## src/rtl/sample_ctrl_pkg.sv

```systemverilog
// Shared types and widths for the sample-cycle sequencer.
//   sc_state_e : sequencer states
//   ERR_CNT_W  : width of the saturating error-sample counter
//   RESULT_W   : width of the analysis result
//   ERR_CODE_W : width of the ADC error code
package sample_ctrl_pkg;

    localparam int unsigned ERR_CNT_W  = 8;
    localparam int unsigned RESULT_W   = 16;
    localparam int unsigned ERR_CODE_W = 2;

    typedef enum logic [2:0] {
        SC_IDLE   = 3'd0,
        SC_SAMPLE = 3'd1,
        SC_CLOSE  = 3'd2,
        SC_WAIT   = 3'd3,
        SC_HOLD   = 3'd4
    } sc_state_e;

    // Increment that sticks at all-ones.
    function automatic logic [ERR_CNT_W-1:0] sat_inc(input logic [ERR_CNT_W-1:0] v);
        return (v == '1) ? v : v + ERR_CNT_W'(1);
    endfunction

endpackage

```

## src/rtl/sample_strobe_gen.sv

```systemverilog
// Conversion-request divider: emits a one-clock pulse every CLK_DIV clocks.
// The pulse is registered and aligned so that a clear produces a pulse in
// the very next clock, followed by one pulse every CLK_DIV clocks while
// i_en stays high.
//   clk, reset_n : clock, asynchronous active-low reset
//   i_clear      : restart the divider (pulse in the following clock)
//   i_en         : keep counting (next clock remains in the pulsing phase)
//   o_pulse      : registered request pulse
module sample_strobe_gen #(
    parameter int unsigned CLK_DIV = 50
) (
    input  logic clk,
    input  logic reset_n,
    input  logic i_clear,
    input  logic i_en,
    output logic o_pulse
);

    localparam int unsigned          CNT_W    = $clog2(CLK_DIV + 1);
    localparam logic [CNT_W-1:0]     CNT_LAST = CNT_W'(CLK_DIV - 1);

    logic [CNT_W-1:0] r_cnt;
    logic             r_pulse;
    logic             w_wrap;

    assign w_wrap = (r_cnt == CNT_LAST);

    // r_cnt is the divider phase of the current clock; the pulse register
    // is loaded with the phase-0 decode of the next clock.
    always_ff @(posedge clk or negedge reset_n) begin
        if (!reset_n) begin
            r_cnt   <= '0;
            r_pulse <= 1'b0;
        end else if (i_clear) begin
            r_cnt   <= '0;
            r_pulse <= 1'b1;
        end else if (i_en) begin
            r_cnt   <= w_wrap ? '0 : r_cnt + CNT_W'(1);
            r_pulse <= w_wrap;
        end else begin
            r_pulse <= 1'b0;
        end
    end

    assign o_pulse = r_pulse;

endmodule

```

## src/rtl/sample_cycle_controller.sv

```systemverilog
// Sequencer for the ADC sample-analysis path: paces ADC requests, counts
// good samples into windows, closes each window with end_cycle, waits for
// the analysis result and offers it on a valid/ready handshake.
//   clk, reset_n               : clock, asynchronous active-low reset
//   enable                     : run windows back-to-back while high
//   adc_sample_req             : one-clock conversion request
//   ast_sink_valid/_error      : ADC sample strobe and error code
//   end_cycle                  : window-close level to the analysis block
//   source_valid/_data         : analysis result strobe and data
//   result_data/_valid/_ready  : result handshake to the consumer
//   busy, timeout, err_count   : status (timeout sticky until reset)
module sample_cycle_controller
    import sample_ctrl_pkg::*;
#(
    parameter int unsigned CLK_DIV           = 50,
    parameter int unsigned SAMPLES_PER_CYCLE = 256,
    parameter int unsigned RESULT_TIMEOUT    = 1024
) (
    input  logic                  clk,
    input  logic                  reset_n,
    input  logic                  enable,
    output logic                  adc_sample_req,
    input  logic                  ast_sink_valid,
    input  logic [ERR_CODE_W-1:0] ast_sink_error,
    output logic                  end_cycle,
    input  logic                  source_valid,
    input  logic [RESULT_W-1:0]   source_data,
    output logic [RESULT_W-1:0]   result_data,
    output logic                  result_valid,
    input  logic                  result_ready,
    output logic                  busy,
    output logic                  timeout,
    output logic [ERR_CNT_W-1:0]  err_count
);

    localparam int unsigned          SMP_W    = $clog2(SAMPLES_PER_CYCLE + 1);
    localparam int unsigned          TO_W     = $clog2(RESULT_TIMEOUT + 1);
    localparam logic [SMP_W-1:0]     SMP_LAST = SMP_W'(SAMPLES_PER_CYCLE - 1);
    localparam logic [TO_W-1:0]      TO_LAST  = TO_W'(RESULT_TIMEOUT - 1);

    sc_state_e             r_state;
    sc_state_e             w_next;

    logic [SMP_W-1:0]      r_smp_cnt;
    logic [TO_W-1:0]       r_to_cnt;
    logic [ERR_CNT_W-1:0]  r_err_cnt;
    logic [RESULT_W-1:0]   r_result_data;
    logic                  r_timeout;
    logic                  r_end_cycle;
    logic                  r_result_valid;
    logic                  r_busy;

    logic                  w_accept;
    logic                  w_reject;
    logic                  w_last_smp;
    logic                  w_to_expire;
    logic                  w_handshake;
    logic                  w_enter_sample;
    logic                  w_stay_sample;
    logic                  w_end_cycle_nxt;
    logic                  w_result_valid_nxt;
    logic                  w_busy_nxt;
    logic                  w_req;

    assign w_accept    = (r_state == SC_SAMPLE) && ast_sink_valid && (ast_sink_error == '0);
    assign w_reject    = (r_state == SC_SAMPLE) && ast_sink_valid && (ast_sink_error != '0);
    assign w_last_smp  = w_accept && (r_smp_cnt == SMP_LAST);
    // A result arriving on the last allowed clock takes priority over expiry.
    assign w_to_expire = (r_state == SC_WAIT) && !source_valid && (r_to_cnt == TO_LAST);
    assign w_handshake = (r_state == SC_HOLD) && r_result_valid && result_ready;

    // State register.
    always_ff @(posedge clk or negedge reset_n) begin
        if (!reset_n) begin
            r_state <= SC_IDLE;
        end else begin
            r_state <= w_next;
        end
    end

    // Next-state logic.
    always_comb begin
        w_next = r_state;
        case (r_state)
            SC_IDLE:   if (enable) w_next = SC_SAMPLE;
            SC_SAMPLE: if (w_last_smp) w_next = SC_CLOSE;
            SC_CLOSE:  w_next = SC_WAIT;
            SC_WAIT: begin
                if (source_valid) begin
                    w_next = SC_HOLD;
                end else if (w_to_expire) begin
                    w_next = SC_IDLE;
                end
            end
            SC_HOLD:   if (w_handshake) w_next = enable ? SC_SAMPLE : SC_IDLE;
            default:   w_next = SC_IDLE;
        endcase
    end

    // Output decode of the next state, registered below so outputs track state.
    always_comb begin
        w_enter_sample     = 1'b0;
        w_stay_sample      = 1'b0;
        w_end_cycle_nxt    = 1'b0;
        w_result_valid_nxt = 1'b0;
        w_busy_nxt         = 1'b0;
        w_enter_sample     = (w_next == SC_SAMPLE) && (r_state != SC_SAMPLE);
        w_stay_sample      = (w_next == SC_SAMPLE) && (r_state == SC_SAMPLE);
        w_end_cycle_nxt    = (w_next == SC_CLOSE) || (w_next == SC_WAIT);
        w_result_valid_nxt = (w_next == SC_HOLD);
        w_busy_nxt         = (w_next != SC_IDLE);
    end

    // Registered status outputs.
    always_ff @(posedge clk or negedge reset_n) begin
        if (!reset_n) begin
            r_end_cycle    <= 1'b0;
            r_result_valid <= 1'b0;
            r_busy         <= 1'b0;
        end else begin
            r_end_cycle    <= w_end_cycle_nxt;
            r_result_valid <= w_result_valid_nxt;
            r_busy         <= w_busy_nxt;
        end
    end

    // Window counters, error counter, timeout flag and result latch.
    always_ff @(posedge clk or negedge reset_n) begin
        if (!reset_n) begin
            r_smp_cnt     <= '0;
            r_to_cnt      <= '0;
            r_err_cnt     <= '0;
            r_result_data <= '0;
            r_timeout     <= 1'b0;
        end else begin
            if (w_enter_sample) begin
                r_smp_cnt <= '0;
            end else if (w_accept) begin
                r_smp_cnt <= r_smp_cnt + SMP_W'(1);
            end

            // WAIT is only ever entered from CLOSE.
            if (r_state == SC_CLOSE) begin
                r_to_cnt <= '0;
            end else if (r_state == SC_WAIT) begin
                r_to_cnt <= r_to_cnt + TO_W'(1);
            end

            if (w_reject) begin
                r_err_cnt <= sat_inc(r_err_cnt);
            end

            if ((r_state == SC_WAIT) && source_valid) begin
                r_result_data <= source_data;
            end

            if (w_to_expire) begin
                r_timeout <= 1'b1;
            end
        end
    end

    sample_strobe_gen #(
        .CLK_DIV (CLK_DIV)
    ) u_strobe (
        .clk     (clk),
        .reset_n (reset_n),
        .i_clear (w_enter_sample),
        .i_en    (w_stay_sample),
        .o_pulse (w_req)
    );

    assign adc_sample_req = w_req;
    assign end_cycle      = r_end_cycle;
    assign result_valid   = r_result_valid;
    assign result_data    = r_result_data;
    assign busy           = r_busy;
    assign timeout        = r_timeout;
    assign err_count      = r_err_cnt;

endmodule

```

## config.mk

```make
export PLATFORM = sky130hd
export DESIGN_NAME = sample_cycle_controller
export DESIGN_NICKNAME = d
export VERILOG_FILES = /design/src/rtl/sample_ctrl_pkg.sv /design/src/rtl/sample_strobe_gen.sv /design/src/rtl/sample_cycle_controller.sv
export SDC_FILE = /design/constraint.sdc
export NUM_CORES = 1
export LEC_CHECK = 0
export CAP_MARGIN = 10
export CORE_MARGIN = 3
export CORE_UTILIZATION = 40
export DETAILED_ROUTE_END_ITERATION = 8
export GPL_TIMING_DRIVEN = 0
export SYNTH_ARGS = -nofsm -noshare
export SYNTH_HDL_FRONTEND = slang
export SYNTH_SLANG_ARGS = --single-unit
```

## constraint.sdc

```tcl
create_clock -name clk -period 2.8 [get_ports clk]
set_input_delay 0.28 -clock clk [delete_from_list [all_inputs] [get_ports clk]]
set_output_delay 0.28 -clock clk [all_outputs]
set_load 0.1 [all_outputs]
```

# After elaboration in Yosys (flattened, before gate mapping)
# Index checks and enable logic that the tools add are counted.
# word_totals
ff_bits	58
elab_cells	66
# op_classes
addsub	4
n_eq_ne	13
n_mux	16
n_bitwise	1
n_reduce_logical	21
# ops
op	n
two-way mux 11 bit	2
two-way mux 6 bit	3
two-way mux 9 bit	2
two-way mux 3 bit	5
one-hot mux 3 bit (5 select lines)	1
== test 3 x 2 -> 1 bit (second input constant)	4
adder 11 x 1 -> 11 bit (second input constant)	1
== test 11 x 10 -> 1 bit (second input constant)	1
logical AND 1 bit	11
adder 9 x 1 -> 9 bit (second input constant)	1
== test 9 x 8 -> 1 bit (second input constant)	1
adder 8 x 1 -> 8 bit (second input constant)	1
== test 8 bit (second input constant)	1
nonzero test 2 bit	4
adder 6 x 1 -> 6 bit (second input constant)	1
== test 3 x 1 -> 1 bit (second input constant)	2
== test 3 bit (second input constant)	2
== test 6 bit (second input constant)	1
zero test 3 bit	1
two-way mux 1 bit	3
!= test 3 x 1 -> 1 bit (second input constant)	1
nonzero test 3 bit	1
zero test 2 bit	1
AND reduction 2 bit	1
other kinds (3)	3

# Depth between registers and ports, before layout
# Gate-level depths: netlist (run 1).
# depth
ltp_word	10
depth_mapped	8

# Cells and area by module
# Synthesis (run 1) repeated with hierarchy kept, for this count alone.
# hier_totals
cells_unflattened	254
hier_area_um2	2811.4
# by_module_without_submodules
module	instances	cells_each	area_per_inst_um2	seq_area_each_um2
sample_cycle_controller	1	210	2367.3	1276.2
sample_strobe_gen	1	44	444.2	175.2

# Worst setup path before layout (run 1)
# OpenSTA, ideal clock, no wires.
# synth_timing
kind	register to register
from	register r_err_cnt[0] (netlist: err_count[0])
to	register r_err_cnt[5] (netlist: err_count[5])
setup_time_ns	0.163
arrival_time_ns	2.113
path_slack_ns	0.525
stages_incl_launch_ff	6
path_buffers	0
cell_sequence	dfrtp_1 > ha_1 > nand3_1 > o2111ai_1 > nor3_1 > xor2_1
# synth_between
elab_chain_cells	3
elab_cells_between_ends	4
# synth_rtl
element	line	rtl
from (decl)	sample_cycle_controller.sv:46	logic [ERR_CNT_W-1:0] r_err_cnt;
from (signal assigned)	sample_cycle_controller.sv:150	r_err_cnt <= sat_inc(r_err_cnt);
parallel branches: the longest is 3 deep, another holds adder 8 x 1 -> 8 bit	n/a	
# Parallel ways; which one is timed is not known.
# A chain may end at the register's enable or synchronous reset.

# Worst setup path in the final report (run 1)
# layout_timing
from	register r_err_cnt[2] (netlist: err_count[2])
to	output port err_count[2]
# layout_lines
element	line	rtl
to (decl)	sample_cycle_controller.sv:33	output logic [ERR_CNT_W-1:0] err_count
# No word-level cell between the ends.

==> results.toml, run 1 <==
[run_status]
run_status = "completed"

[sta]
final-max-slew-violation-count = 0
post_route_clock_period_utilization_pct = 80.4
timing_hold_violations_final = 0
tightest_slew_ps = 986
layout_min_cycle_time_ps = 2250
fin_worst_skew_ps = 11.4
max-slew-margin-rel_pct = 34.1
fmax_ghz = 0.444
worst_hold_slack_ps = 451
finalSetupViolations = 0
grt_setup_unrepaired = "no"

[critical_path]
crit_path_cell_chain = "clkdlybuf4s50_1"
critical_path_peak_fanout = 6
critPathSlowestCell = "sky130_fd_sc_hd__clkdlybuf4s50_1"
critical_path_arrival_ps = 1970
cp.required_ps = 2520
critical_path_buf_inv_count = 1
worst_path_dominant_cell_family = "buffers and inverters"
r2r_slack_ps = 560
endpoint_kind = "output port"
critPathLaunchType = "flip-flop"
worstSetupPathType = "reg -> out"
timing.critical_path.slowest_cell_delay_ps = 1180

[route]
routed_wire_length_per_instance_um = 13.8
wirelength_um = 5810
dr.pass1.iters = 4
vias = 2138
drt_iter0_drc = 123
via_per_instance_ratio = 5.08
antenna_violating_nets_post_route = 0
route.detailed.drc = 0

[synth]
ys_async_sr_fraction_pct = 100
synth_sequential_area_ratio_pct = 51.9
mappedNetlistNets = 288
synth.top_cells.by_area = "sky130_fd_sc_hd__dfrtp_1 (52%), sky130_fd_sc_hd__mux2_2 (5.6%), sky130_fd_sc_hd__nand2_1 (3.8%)"
yosysUniqueCellTypes = 57
synth_top_cell_by_area = "sky130_fd_sc_hd__dfrtp_1"
post_synth_most_frequent_cells = "sky130_fd_sc_hd__dfrtp_1 (58), sky130_fd_sc_hd__nand2_1 (28), sky130_fd_sc_hd__nor2_1 (21)"
count_of_flip_flops_with_a_built_in_enable_after_synthesis = 0
post_synth_inst_count = 258
syn_area_per_cell_um2 = 10.8
synth-main-ff-cell = "sky130_fd_sc_hd__dfrtp_1"
netlist.area_leader.share_pct = 51.9
yosys_warnings = 0
synth.cell_area_um2 = 2800
synthMostInstantiatedCell = "sky130_fd_sc_hd__dfrtp_1"
ys_ff_latch = 58

[hold_path]
timing.hold.worst.class = "reg -> reg"

[final_layout]
footprint_of_the_multi_input_gates_um2 = 1290
postLayoutCellArea_um2 = 3660
insertedDiodeCount = 0
register_area_um2 = 1450
drive_above_1_share_pct = 14.3
fin_util_pct = 55.7
nets = 353
area_delta_synth_final_pct = 31.0
layout.filler_cells = 570

[global_routing]
grt_first_pass_wirelength_um = 9870
grt_start_max_net_pins = 38
grt.met3_usage_pct = 5.57
antenna_found_initial = 0
number_of_global_route_vias_before_repair = 2086
use_met1_pct = 21.7
grt_use_total_pct = 16.0
overflow = 0
grt_most_used_layer = "met2"
globalRouteMet2Util_pct = 24.5

[cts]
clkTransAtPathRegs_ps = 70
tritoncts = "done"
cts_root_buf = "sky130_fd_sc_hd__clkbuf_8"
clock_sinks = 58
cts-htree-levels = 3
clkLatencyLatePin_ps = 330
clk_path_buf_depth = 2
cts_made_buffers = 9

[place]
placement.io_buffers = 52
detailed_place_hpwl_um = 4150
dpl-instance-area_um2 = 3450
weighted_congestion_reported_at_the_end_of_routability_driven_placement = 0.780

[floorplan]
cell_rows = 29
floorplan.io_pins = 53
fp.dieArea_um2 = 8030
floorplan.initialDensity_pct = 42.6
fp.dieH_um = 89.6
fp.dieW_um = 89.6
placeableCoreArea_um2 = 6570

[pwr]
power.density_nw_per_um2 = 705
max-vdd-ir-drop_uv = 715
leakage_nw = 1.64

[job]
max-cap-violations = 0
[cell usage in the layout (no fill, tap or decap), types with 6 or more instances in the layout]
cell / n
sky130_fd_sc_hd__nand4_1: 6
sky130_fd_sc_hd__nor2_1: 21
sky130_fd_sc_hd__xnor2_1: 9
sky130_fd_sc_hd__dfrtp_1: 58
sky130_fd_sc_hd__clkdlybuf4s50_1: 51
sky130_fd_sc_hd__nand2_1: 28
sky130_fd_sc_hd__inv_1: 6
sky130_fd_sc_hd__nand3_1: 13
sky130_fd_sc_hd__nor3_1: 10
sky130_fd_sc_hd__clkbuf_8: 11
sky130_fd_sc_hd__ha_1: 6
sky130_fd_sc_hd__o21ai_0: 10
sky130_fd_sc_hd__mux2_2: 14
[sequential cells by signal, summed over array words and instances, names as in the netlist]
name and count:
result_data 16, r_to_cnt 11, r_smp_cnt 9, err_count 8, u_strobe.r_cnt 6, r_state 3
busy 1, end_cycle 1, result_valid 1, timeout 1, u_strobe.o_pulse 1
[stage by stage]
stage	setup WS [ps]	setup TNS [ps]	power (W)	std cells
global route	345	0	0.00273	421
floorplan	525	0	0.00161	258
finish	548	0	0.00258	421
detailed placement	550	0	0.00182	404
CTS	527	0	0.00261	421
global placement	-504	-28960	0.00180	403
[cells by family (layout without fill, tap and decap cells)]
| group | Yosys count | after routing | share of synthesized area, % |
|---|---|---|---|
| simple gates | 105 | 105 | 20.6 |
| flops | 58 | 58 | 51.9 |
| compound gates | 40 | 40 | 10.2 |
| mux | 21 | 21 | 8.24 |
| xor+xnor | 14 | 14 | 4.39 |
| buf+inv | 14 | 84 | 2.01 |
| fa+ha+maj | 6 | 6 | 2.69 |
[power breakdown]
| group | internal [W] | leakage, nW | switching (W) | total [W] |
|---|---|---|---|---|
| logic | 0.000228 | 0.754 | 0.000489 | 0.000716 |
| registers | 0.000948 | 0.780 | 0.000145 | 0.00109 |
| clock network | 0.000454 | 0.105 | 0.000317 | 0.000771 |
[path summary, 6_finish.rpt]
check	start	to	depth (start not counted)
max	err_count[2]	err_count[2]	1
max in group asynchronous	reset_n	u_strobe.r_cnt[5]	3
max reg2reg	r_smp_cnt[0]	busy	8
min in group asynchronous	reset_n	result_data[11]	2
min	timeout	timeout	1
min reg2reg	timeout	timeout	1
[cell type report]
class                      count  share of cell area (%)
sequential                    58                    39.6
clock inverter                 5                    1.44
timing repair buffer          54                    14.9
tap                           93                    3.18
inverter                       6                   0.615
multi-input combinational    186                    35.2
clock buffer                  11                    4.14
buffer                         8                   0.923
[worst reg2reg max path, cell delays in order, from the launching register on]
cell and delay (ps):
sky130_fd_sc_hd__dfrtp_1 390, sky130_fd_sc_hd__ha_1 240, sky130_fd_sc_hd__nand3_1 90, sky130_fd_sc_hd__nor2_1 100
sky130_fd_sc_hd__ha_1 230, sky130_fd_sc_hd__nand4bb_1 180, sky130_fd_sc_hd__and2_1 240, sky130_fd_sc_hd__or2_1 270
sky130_fd_sc_hd__or3_1 380
[repair_timing]
action | in CTS | in global routing
buffers inserted | 0 | 0
hold buffers | 1 | 0
hold endpoints to repair | 21 | 0
resized for setup | 0 | 0
[layer usage]
metal / part of all wire [%] / up-vias
li1: - / 1059
met1: 47 / 1016
met2: 46 / 58
met3: 5.7 / 5
met4: 0.76 / 0
met5: 0 / -
(Power assumes the default switching activity.)
==> inputs of run 2 (changes only) <==
==> constraint.sdc (replaced) <==
create_clock -name clk -period 2.16 [get_ports clk]
set_input_delay 0.216 -clock clk [delete_from_list [all_inputs] [get_ports clk]]
set_output_delay 0.216 -clock clk [all_outputs]
set_load 0.1 [all_outputs]
==> results.toml, run 2 (synthesis gave the netlist of run 1 again) <==
[run_status]
run_status = "completed"

[sta]
tightest_slew_ps = 993
fmax_ghz = 0.479
worst_hold_slack_ps = 384
post_route_clock_period_utilization_pct = 96.6
final-max-slew-violation-count = 0
fin_worst_skew_ps = 8.70
grt_setup_unrepaired = "no"
finalSetupViolations = 0
layout_min_cycle_time_ps = 2090
timing_hold_violations_final = 0
setup_ws_ps = 73.6
max-slew-margin-rel_pct = 33.6

[critical_path]
cp.required_ps = 1940
timing.critical_path.slowest_cell_delay_ps = 1150
endpoint_kind = "output port"
critical_path_buf_inv_count = 1
critPathLaunchType = "flip-flop"
worst_r2r_path_depth = 8
critPathSlowestCell = "sky130_fd_sc_hd__clkdlybuf4s50_1"
r2r_start = "r_smp_cnt[0]"
crit_path_cell_chain = "clkdlybuf4s50_1"
r2r_slack_ps = 130
end_of_the_worst_register_to_register_path = "busy"
critical_path_arrival_ps = 1870
critical_path_peak_fanout = 3
worstSetupPathType = "reg -> out"
worst_path_dominant_cell_family = "buffers and inverters"

[place]
detailed_place_hpwl_um = 4200
weighted_congestion_reported_at_the_end_of_routability_driven_placement = 0.822
worst_setup_slack_before_clock_tree_synthesis_ps = -64.0
placement.io_buffers = 52

[pwr]
leakage_nw = 1.73
max-vdd-ir-drop_uv = 771
report.power.total_w = 0.00355
power.density_nw_per_um2 = 942

[route]
route.detailed.drc = 0
via_per_instance_ratio = 5.05
vias = 2147
wirelength_um = 5970
dr.pass1.iters = 4
routed_wire_length_per_instance_um = 14.1
drt_iter0_drc = 93
antenna_violating_nets_post_route = 0

[cts]
tritoncts = "done"
clkLatencyLatePin_ps = 330
cts-htree-levels = 3
cts_made_buffers = 9
cts_root_buf = "sky130_fd_sc_hd__clkbuf_8"
clkTransAtPathRegs_ps = 70
clk_path_buf_depth = 2
clock_sinks = 58

[floorplan]
floorplan.initialDensity_pct = 42.6
floorplan.io_pins = 53
fp.dieH_um = 89.6
fp.dieW_um = 89.6
cell_rows = 29
placeableCoreArea_um2 = 6570
fp.dieArea_um2 = 8030

[hold_path]
timing.hold.worst.class = "in -> async"

[global_routing]
grt_first_pass_wirelength_um = 10000
overflow = 0
number_of_global_route_vias_before_repair = 2089
grt_use_total_pct = 16.3
grt_start_max_net_pins = 39
antenna_found_initial = 0

[final_layout]
largest_register_ff_count = 16
register_area_um2 = 1450
nets = 357
final_cell_mix = "sky130_fd_sc_hd__dfrtp_1 (56), sky130_fd_sc_hd__clkdlybuf4s50_1 (46), sky130_fd_sc_hd__nand2_1 (28), sky130_fd_sc_hd__nor2_1 (21), sky130_fd_sc_hd__mux2_2 (14)"
layout.filler_cells = 581
insertedDiodeCount = 0
layout.cells.most_common = "sky130_fd_sc_hd__dfrtp_1"
footprint_of_the_multi_input_gates_um2 = 1330
area_delta_synth_final_pct = 35.0
drive_above_1_share_pct = 17.5

[job]
max-cap-violations = 0
run 2: what timing repair did:
| item | 4_1_cts | 5_1_grt |
|---|---|---|
| endpoints found under the hold margin | 20 | 0 |
| hold buffers | 1 | 0 |
| pin swaps | 0 | 3 |
| setup endpoints to repair | 4 | 10 |
| gates resized for setup | 5 | 6 |
| setup buffers | 1 | 3 |
run 2: stage by stage:
step / setup TNS (ps) / std cells / instance area (um2) / utilization, %
floorplan: 0 / 258 / 2800 / -
global placement: -62050 / 403 / 3430 / 52.3
detailed placement: -64.0 / 404 / 3450 / 52.5
CTS: 0 / 422 / 3710 / 56.5
global route: 0 / 425 / 3770 / 57.5
finish: 0 / 425 / 3770 / 57.5
run 2: where the power goes:
group | total [W] | switching, W | internal, W
combinational | 0.000961 | 0.000646 | 0.000315
sequential | 0.00142 | 0.000184 | 0.00123
clock | 0.00118 | 0.000434 | 0.000742
run 2: worst max-delay path by stage:
stage	startpoint	to	depth (start not counted)
after floorplan	err_count[3]	err_count[5]	4
after global placement	reset_n	err_count[0]	1
after detailed placement	r_smp_cnt[0]	busy	8
after CTS	err_count[4]	err_count[4]	1
after global routing	r_smp_cnt[0]	busy	8
final	err_count[6]	err_count[6]	1
run 2: metal layers:
metal	vias to the layer above	share of wire, %	GRT usage (%)
met1	1027	49	22.6
met2	47	45	24.6
met5	-	0	0
met4	0	1.6	6.90
li1	1065	-	-
met3	8	4.3	3.65
run 2: final cells by class:
type | instances | area share [%]
flip-flops and latches | 58 | 38.5
multi-input cells | 186 | 35.2
repair buffers | 58 | 15.4
clock buffers | 12 | 4.38
well taps | 93 | 3.08
clock inverters | 4 | 1.92
plain buffers | 8 | 0.895
inverters | 6 | 0.597
==> inputs of run 3 (changes only) <==
--- a/config.mk
+++ b/config.mk
@@ -10,6 +10,7 @@
 export CORE_UTILIZATION = 40
 export DETAILED_ROUTE_END_ITERATION = 8
 export GPL_TIMING_DRIVEN = 0
+export PLACE_DENSITY = 0.66
 export SYNTH_ARGS = -nofsm -noshare
 export SYNTH_HDL_FRONTEND = slang
 export SYNTH_SLANG_ARGS = --single-unit
==> constraint.sdc (replaced) <==
create_clock -name clk -period 1.8 [get_ports clk]
set_input_delay 0.18 -clock clk [delete_from_list [all_inputs] [get_ports clk]]
set_output_delay 0.18 -clock clk [all_outputs]
set_load 0.1 [all_outputs]
==> results.toml, run 3 (synthesis gave the netlist of run 1 again) <==
[critical_path]
worstSetupPathType = "reg -> reg"
r2r_slack_ps = -210
r2r_start = "r_smp_cnt[0]"
critical_path_arrival_ps = 2210
end_of_the_worst_register_to_register_path = "busy"
worst_path_dominant_cell_family = "simple AND/OR/NAND/NOR gates"
worst_r2r_path_depth = 8
critPathLaunchType = "flip-flop"
timing.critical_path.slowest_cell_delay_ps = 400
critical_path_buf_inv_count = 0
critical_path_peak_fanout = 3
crit_path_cell_chain = "ha_4 > nand3_2 > nor2_2 > ha_2 > nand4bb_1 > and2_4 > or2_1 > or3_1"
cp.required_ps = 2000
critPathSlowestCell = "sky130_fd_sc_hd__dfrtp_1"
endpoint_kind = "flip-flop"

[floorplan]
placeableCoreArea_um2 = 6570
fp.dieW_um = 89.6
cell_rows = 29
fp.dieH_um = 89.6
floorplan.io_pins = 53
floorplan.initialDensity_pct = 42.6
fp.dieArea_um2 = 8030

[global_routing]
grt_start_max_net_pins = 41
overflow = 0
antenna_found_initial = 0
grt_use_total_pct = 16.7
number_of_global_route_vias_before_repair = 2205
grt_first_pass_wirelength_um = 10300

[final_layout]
layout.filler_cells = 569
nets = 359
layout.cells.most_common = "sky130_fd_sc_hd__dfrtp_1"
largest_register_ff_count = 16
drive_above_1_share_pct = 23.1
insertedDiodeCount = 0
final_cell_mix = "sky130_fd_sc_hd__dfrtp_1 (49), sky130_fd_sc_hd__nand2_1 (28), sky130_fd_sc_hd__clkdlybuf4s50_1 (22), sky130_fd_sc_hd__nor2_1 (20), sky130_fd_sc_hd__dlygate4sd2_1 (20)"
fin_util_pct = 57.6
area_delta_synth_final_pct = 35.4

[sta]
fin_worst_skew_ps = 12.8
post_route_clock_period_utilization_pct = 112
final-max-slew-violation-count = 0
worst_hold_slack_ps = 319
finalSetupViolations = 7
fmax_ghz = 0.498
setup_ws_ps = -209
timing_hold_violations_final = 0
grt_setup_unrepaired = "yes"
max-slew-margin-rel_pct = 35.4
layout_min_cycle_time_ps = 2010
tightest_slew_ps = 973

[route]
antenna_violating_nets_post_route = 0
route.detailed.drc = 0
drt_iter0_drc = 78
routed_wire_length_per_instance_um = 14.1
wirelength_um = 6020
dr.pass1.iters = 4
via_per_instance_ratio = 5.14
vias = 2194

[hold_path]
timing.hold.worst.class = "in -> async"

[place]
detailed_place_hpwl_um = 4100
placement.io_buffers = 52
weighted_congestion_reported_at_the_end_of_routability_driven_placement = 0.756

[cts]
cts_made_buffers = 9
clkLatencyLatePin_ps = 340
clk_path_buf_depth = 2
clock_sinks = 58
tritoncts = "done"
cts-htree-levels = 3
cts_root_buf = "sky130_fd_sc_hd__clkbuf_8"
clkTransAtPathRegs_ps = 70

[run_status]
run_status = "finished, violations left"
failed_checks = "negative setup slack"

[pwr]
leakage_nw = 1.77
power.density_nw_per_um2 = 1110
max-vdd-ir-drop_uv = 711

[job]
max-cap-violations = 0
run 3: per-layer routing:
metal	wire (um)	vias up	GRT usage, %	part of all wire (%)
met5	0	-	0	0
met3	444	6	6.66	7.4
met1	2710	1059	21.8	45
li1	-	1067	-	-
met2	2820	62	25.7	47
met4	47	0	4.47	0.78
run 3: worst max path at each step:
| stage | start | end | slack (ps) | cells past startpoint |
|---|---|---|---|---|
| finish | r_smp_cnt[0] | busy | -210 | 8 |
| global route | r_smp_cnt[0] | busy | -290 | 8 |
| CTS | r_smp_cnt[0] | busy | -200 | 8 |
| detailed placement | r_smp_cnt[0] | busy | -360 | 8 |
| global placement | reset_n | err_count[0] | -1740 | 1 |
| floorplan | r_smp_cnt[0] | busy | -130 | 8 |
run 3: power breakdown:
group,total [W],internal (W),switching [W]
sequential,0.00173,0.00150,0.000229
combinational,0.00116,0.000365,0.000792
clock,0.00133,0.000776,0.000550
total,0.00421,0.00264,0.00157
run 3: area by class of cell:
cell class / instances / area [um2] / share of cell area (%)
multi-input combinational: 186 / 1370 / 36.2
clock buffer: 9 / 124 / 3.27
buffer: 7 / 31.3 / 0.826
clock inverter: 7 / 93.8 / 2.48
inverter: 6 / 22.5 / 0.595
timing repair buffer: 61 / 559 / 14.8
tap: 93 / 116 / 3.07
sequential: 58 / 1470 / 38.8
run 3: repair_timing:
| item | 4_1_cts | 5_1_grt |
|---|---|---|
| gates cloned | 0 | 0 |
| pin swaps | 8 | 5 |
| gates resized for setup | 40 | 15 |
| buffers inserted | 7 | 2 |
| endpoints found under the setup margin | 38 | 32 |
| hold buffers | 1 | 0 |
| endpoints found under the hold margin | 18 | 0 |
run 3: metrics by stage:
step	setup slack [ps]	setup TNS (ps)	cells	cell area [um2]	total power, W
finish	-209	-383	427	3780	0.00421
global route	-293	-1480	427	3780	0.00443
CTS	-198	-235	427	3760	0.00423
detailed placement	-362	-3920	404	3480	0.00286
global placement	-1740	-83720	403	3470	0.00283
floorplan	-126	-126	258	2830	0.00253
